--- config.mk ---
export PLATFORM = sky130hd
export DESIGN_NAME = mmio_uart_tx
export DESIGN_NICKNAME = d
export VERILOG_FILES = /design/src/rtl/uart_pkg.sv /design/src/rtl/uart_tx_fifo.sv /design/src/rtl/mmio_uart_tx.sv
export SDC_FILE = /design/constraint.sdc
export NUM_CORES = 1
export LEC_CHECK = 0
export CORE_UTILIZATION = 43
export CTS_CLUSTER_DIAMETER = 40
export DETAILED_ROUTE_END_ITERATION = 10
export GPL_TIMING_DRIVEN = 1
export HOLD_SLACK_MARGIN = 0.12
export PLACE_DENSITY = 0.86
export SYNTH_ARGS = -nofsm -noshare
export SYNTH_HDL_FRONTEND = slang
export SYNTH_SLANG_ARGS = --single-unit
--- constraint.sdc ---
create_clock -name clk -period 3.6 [get_ports clk]
set_clock_uncertainty 0.05 [all_clocks]
set_input_delay 1.08 -clock clk [delete_from_list [all_inputs] [get_ports clk]]
set_output_delay 1.08 -clock clk [all_outputs]
set_load 0.05 [all_outputs]
--- src/rtl/uart_pkg.sv ---
// rtl/uart_pkg.sv - shared FSM state type and register offsets for the MMIO UART transmitter
package uart_pkg;

  // Transmit FSM states; encodings kept fixed for compatibility with existing decode logic
  typedef enum logic [1:0] {
    IDLE  = 2'd0,
    START = 2'd1,
    DATA  = 2'd2,
    STOP  = 2'd3
  } txState_t;

  // Register offsets relative to BASE_ADDR
  localparam logic [31:0] TXDATA_OFS = 32'd0;
  localparam logic [31:0] STATUS_OFS = 32'd4;

endpackage

--- src/rtl/uart_tx_fifo.sv ---
// rtl/uart_tx_fifo.sv - 4-entry byte FIFO feeding the UART transmitter
module uart_tx_fifo (
  input  logic       clk,
  input  logic       rst,
  input  logic       push,
  input  logic       pop,
  input  logic [7:0] din,
  output logic [7:0] dout,
  output logic       full,
  output logic       empty
);

  logic [7:0] mem [0:3];
  logic [1:0] wrPtr;
  logic [1:0] rdPtr;
  logic [2:0] count;
  logic       doPush;
  logic       doPop;

  // A push into a full FIFO is still accepted when a pop frees the head slot in the same cycle
  assign doPop  = pop && (count != 3'd0);
  assign doPush = push && ((count != 3'd4) || doPop);
  assign full   = (count == 3'd4);
  assign empty  = (count == 3'd0);
  assign dout   = mem[rdPtr];

  // Pointer and occupancy bookkeeping; pointers wrap naturally modulo 4
  always_ff @(posedge clk or posedge rst) begin
    if (rst) begin
      wrPtr <= 2'd0;
      rdPtr <= 2'd0;
      count <= 3'd0;
    end else begin
      if (doPush) wrPtr <= wrPtr + 2'd1;
      if (doPop)  rdPtr <= rdPtr + 2'd1;
      case ({doPush, doPop})
        2'b10:   count <= count + 3'd1;
        2'b01:   count <= count - 3'd1;
        default: count <= count;
      endcase
    end
  end

  // Byte storage; contents are don't-care while the entry is not counted
  always_ff @(posedge clk) begin
    if (doPush) mem[wrPtr] <= din;
  end

endmodule

--- src/rtl/mmio_uart_tx.sv ---
// rtl/mmio_uart_tx.sv - memory-mapped 8N1 UART transmitter; define UART_TX_FIFO_EN for a 4-deep queue
module mmio_uart_tx
  import uart_pkg::*;
#(
  parameter int          DATA_WIDTH = 32,
  parameter logic [31:0] BASE_ADDR  = 32'h1001_0000,
  parameter int          CLK_DIV    = 434
) (
  input  logic                  clk,
  input  logic                  rst,
  input  logic                  MemWrite,
  input  logic                  MemRead,
  input  logic [DATA_WIDTH-1:0] RWAddress,
  input  logic [DATA_WIDTH-1:0] WriteData,
  output logic [DATA_WIDTH-1:0] RdData,
  output logic                  tx,
  output logic                  tx_busy
);

  localparam int                    BAUD_W      = $clog2(CLK_DIV);
  localparam logic [BAUD_W-1:0]     BAUD_LAST   = BAUD_W'(CLK_DIV - 1);
  localparam logic [DATA_WIDTH-1:0] TXDATA_ADDR = DATA_WIDTH'(BASE_ADDR + TXDATA_OFS);
  localparam logic [DATA_WIDTH-1:0] STATUS_ADDR = DATA_WIDTH'(BASE_ADDR + STATUS_OFS);

  txState_t          txState;
  logic [BAUD_W-1:0] baudCnt;
  logic [2:0]        bitCnt;
  logic [7:0]        shiftReg;
  logic              overflow;
  logic              txWrite;
  logic              statusRead;
  logic              bitEnd;
  logic              qPush;
  logic              qPop;
  logic              qFull;
  logic              qEmpty;
  logic [7:0]        qDout;
  logic              ovfSet;
  logic              unusedBits;

  // Only the low byte of a TXDATA store is transmitted
  assign unusedBits = ^WriteData[DATA_WIDTH-1:8];

  assign txWrite    = MemWrite && (RWAddress == TXDATA_ADDR);
  assign statusRead = MemRead && (RWAddress == STATUS_ADDR);
  assign bitEnd     = (baudCnt == BAUD_LAST);
  assign qPush      = txWrite;
  assign qPop       = (txState == IDLE) && !qEmpty;
  assign ovfSet     = txWrite && qFull && !qPop;
  assign tx_busy    = (txState != IDLE) || !qEmpty;

`ifdef UART_TX_FIFO_EN
  uart_tx_fifo u_fifo (
    .clk   (clk),
    .rst   (rst),
    .push  (qPush),
    .pop   (qPop),
    .din   (WriteData[7:0]),
    .dout  (qDout),
    .full  (qFull),
    .empty (qEmpty)
  );
`else
  logic [7:0] holdData;
  logic       holdValid;

  assign qFull  = holdValid;
  assign qEmpty = !holdValid;
  assign qDout  = holdData;

  // Single holding register; a push coinciding with the pop refills it in place
  always_ff @(posedge clk or posedge rst) begin
    if (rst) begin
      holdData  <= 8'd0;
      holdValid <= 1'b0;
    end else if (qPush && (!holdValid || qPop)) begin
      holdData  <= WriteData[7:0];
      holdValid <= 1'b1;
    end else if (qPop) begin
      holdValid <= 1'b0;
    end
  end
`endif

  // Frame sequencer: start bit, eight data bits LSB first, stop bit, each CLK_DIV cycles
  always_ff @(posedge clk or posedge rst) begin
    if (rst) begin
      txState  <= IDLE;
      tx       <= 1'b1;
      baudCnt  <= '0;
      bitCnt   <= 3'd0;
      shiftReg <= 8'd0;
    end else begin
      case (txState)
        IDLE: begin
          tx <= 1'b1;
          if (qPop) begin
            shiftReg <= qDout;
            baudCnt  <= '0;
            bitCnt   <= 3'd0;
            tx       <= 1'b0;
            txState  <= START;
          end
        end
        START: begin
          if (bitEnd) begin
            baudCnt <= '0;
            tx      <= shiftReg[0];
            txState <= DATA;
          end else begin
            baudCnt <= baudCnt + BAUD_W'(1);
          end
        end
        DATA: begin
          if (bitEnd) begin
            baudCnt <= '0;
            if (bitCnt == 3'd7) begin
              tx      <= 1'b1;
              txState <= STOP;
            end else begin
              tx       <= shiftReg[1];
              shiftReg <= {1'b0, shiftReg[7:1]};
              bitCnt   <= bitCnt + 3'd1;
            end
          end else begin
            baudCnt <= baudCnt + BAUD_W'(1);
          end
        end
        STOP: begin
          tx <= 1'b1;
          if (bitEnd) begin
            baudCnt <= '0;
            txState <= IDLE;
          end else begin
            baudCnt <= baudCnt + BAUD_W'(1);
          end
        end
        default: begin
          tx      <= 1'b1;
          txState <= IDLE;
        end
      endcase
    end
  end

  // Sticky overflow; a new overflow in the same cycle as a STATUS read takes priority over the clear
  always_ff @(posedge clk or posedge rst) begin
    if (rst) begin
      overflow <= 1'b0;
    end else if (ovfSet) begin
      overflow <= 1'b1;
    end else if (statusRead) begin
      overflow <= 1'b0;
    end
  end

  // Load data is zero unless the STATUS register is being read
  always_comb begin
    RdData = '0;
    if (statusRead) RdData[2:0] = {overflow, qFull, tx_busy};
  end

endmodule

==> results.toml <==
[yosys]
synth_compound_area_share_pct = 9.10
synthSimpleGateAreaFrac_pct = 15.6
ys.flop_type = "dfrtp_1"
synthXorXnorAreaFrac_pct = 0.873
synth_top_family_by_area = "simple AND/OR/NAND/NOR gates"
netlist_instances = 189
yosys.area.top_type = "dfrtp_1"
synth_edf_count = 0
synthArstFlopShare_pct = 100
ys_seq_area_share_pct = 41.2
synth_warnings = 0
synth_mux_area_share_pct = 14.5
ys_top_cells_by_area = "dfrtp_1 40%, mux2_2 14%, buf_4 11%"
synth_adder_area_share_pct = 5.61
syn_area_per_cell_um2 = 10.6
synth.distinct_cells = 45
synth-seq-cells = 33
synth.top_cell.area_share_pct = 39.9
syn-cell-area_um2 = 2010

[cells_and_area]
diodes = 0
areaGrowthSynthToFinish_pct = 35.3
utilization_pct = 61.5
layout_commonest_cell = "dfrtp_1"
mostFrequentLayoutCells = "32 x dfrtp_1, 29 x conb_1, 25 x mux2_2"
register_area_um2 = 827
nFillCells = 359
fin_nets = 329
drive_above_1_share_pct = 30.0
stdcell_count = 305
multiInputGateArea_um2 = 1120

[route]
drc = 0
ant_nets = 0
m1WireLength_mm = 1.71
drt-pass1-iter-count = 4
via_per_inst = 5.10
route.met3.wl_um = 263
drt-total-wl_mm = 4.33
dr.max_layer_used = "met4"
drt_iter0_drc = 66
wl_met2_mm = 2.25
num_vias = 1557
wl_per_cell_um = 14.2

[worst_hold_path]
min_path_type = "reg2reg"
hold_depth = 1
hold_start = "shiftReg[4]$_DFFE_PP0P_"
hold_end = "shiftReg[4]$_DFFE_PP0P_"

[worst_setup_path]
r2r-start = "txState[0]$_DFFE_PP0P_"
cpMaxStageDelayCell = "nor4_4"
critPathCaptureType = "output pin"
path_delay_family = "simple AND/OR/NAND/NOR gates"
path_buf_inv = 3
crit_path_cell_trace = "clkdlybuf4s15_1 -> nor4b_4 -> nand4_1 -> buf_4 -> nor4_4 -> buf_12"
arrival_ns = 2.49
reg2reg_depth = 6
reg2reg_slack_ns = 1.11
r2r-end = "shiftReg[2]$_DFFE_PP0P_"
path_max_fanout = 4
cp-startpoint = "RWAddress[18]"
startpoint_type = "input port"
crit_type = "in2out"
required_ns = 2.47
critical-path-max-stage-delay_ns = 0.29

[cts]
cts_tree = "built"
numCtsBuffers = 5
cts.sinks = 33
cts_buffer_depth = 2
cts_root_buffer = "clkbuf_8"
htreeDepth = 2
clk_latency_ns = 0.29
clk_pin_slew_ns = 0.07

[global_route]
grt_pass1_wl_mm = 7.04
globalRouteOverflowTotal = 0
grt.total_usage_pct = 18.5
antenna_found_initial = 0
grt_max_degree = 34
first_global_vias = 1546

[outcome]
violations = "setup timing"
run_status = "finished with violations"

[power]
p_leak_nw = 1.34
p_per_area_nw_per_um2 = 314
ir_worst_vdd_v = 0.000226

[timing]
relSlewSlack_pct = 64.7
fmax_mhz = 276
min_period_ns = 3.62
worst_pin_slew_ns = 0.529
slew_violations = 0
finalHoldViolCount = 0
period_share_pct = 101
finalWorstSetupSlack_ns = -0.0181
setup_viol = 1

[floorplan]
start_util_pct = 45.5
rows = 24
io_pins = 102
die_w_um = 70.3
core_um2 = 4410
dieArea_um2 = 4940
fp.dieH_um = 70.3

[placed_design]
numPortBuffers = 48
dp.cells = 291
place_congestion = 0.819
dp_hpwl_mm = 3.08

[run]
drv_cap = 0
-- cell families after synthesis --
logic type / Yosys count
flip-flops: 33
XOR/XNOR: 2
AND/OR/NAND/NOR: 50
multiplexers: 26
other: 1
adder cells (fa/ha/maj): 9
AO/OA/AOI/OAI: 28
buffers and inverters: 40
-- metal layers --
layer,GRT usage [%],up-vias
met1,21.3,738
met3,5.19,13
met4,8.44,0
met2,31.5,59
met5,0,-
li1,-,747
-- cells in the mapped netlist (all sizes together), types with 3 or more instances --
| cell type | number |
|---|---|
| nor4 | 8 |
| a21oi | 4 |
| ha | 9 |
| nand3 | 6 |
| inv | 8 |
| nor2b | 3 |
| nor2 | 3 |
| buf | 29 |
| mux2 | 25 |
| clkbuf | 3 |
| or3 | 3 |
| o21ai | 9 |
| dfrtp | 32 |
| nand2 | 10 |
| nor3 | 3 |
-- where the power goes --
group | internal [mW] | switching [mW]
clock | 0.226 | 0.135
sequential | 0.371 | 0.00000354
combinational | 0.0333 | 0.0875
-- timing repair --
item	in CTS	in global routing
setup buffers	4	2
pin swaps	13	12
setup endpoints to repair	3	3
gates resized for setup	40	37
hold buffers	0	0
-- worst reg2reg max path: stages, from the launching register on --
cell and delay [ns]:
dfrtp_1 0.43, inv_1 0.13, ha_1 0.50, nor2b_1 0.24
a32oi_1 0.23, nor2_2 0.41, mux2_2 0.39
-- final cells by class --
type	instances	area share (%)
sequential	33	30.4
clock buffer	7	3.18
inverter	8	1.11
clock inverter	1	1.11
tap	52	2.40
timing repair buffer	60	20.4
multi-input combinational	144	41.4
-- metrics by stage --
stage	cell area [µm²]	setup TNS (ns)	setup slack, ns	total power [mW]	hold slack (ns)
5_1_grt	2720	-0.0752	-0.0388	0.881	0.474
2_1_floorplan	2120	-0.355	-0.188	0.477	0.414
6_report	2720	-0.0181	-0.0181	0.852	0.453
3_3_place_gp	2510	-0.562	-0.220	0.501	0.438
4_1_cts	2710	0	0.000566	0.858	0.454
3_5_place_dp	2510	-0.769	-0.293	0.503	0.442
-- state kept, by name, indices dropped and copies added, names as in the netlist --
register	count
baudCnt	9
holdData	8
shiftReg	8
bitCnt	3
txState	2
holdValid	1
overflow	1
tx	1
-- worst max path at each step --
stage          cells after the start   endpoint  slack [ns]
4_1_cts                            5  RdData[2]      0.0006
3_3_place_gp                       6  RdData[1]       -0.22
2_1_floorplan                      3  RdData[0]       -0.19
3_5_place_dp                       6  RdData[1]       -0.29
6_report                           6  RdData[0]       -0.02
5_1_grt                            6  RdData[0]       -0.04
Power figures use the tool's default switching activity.
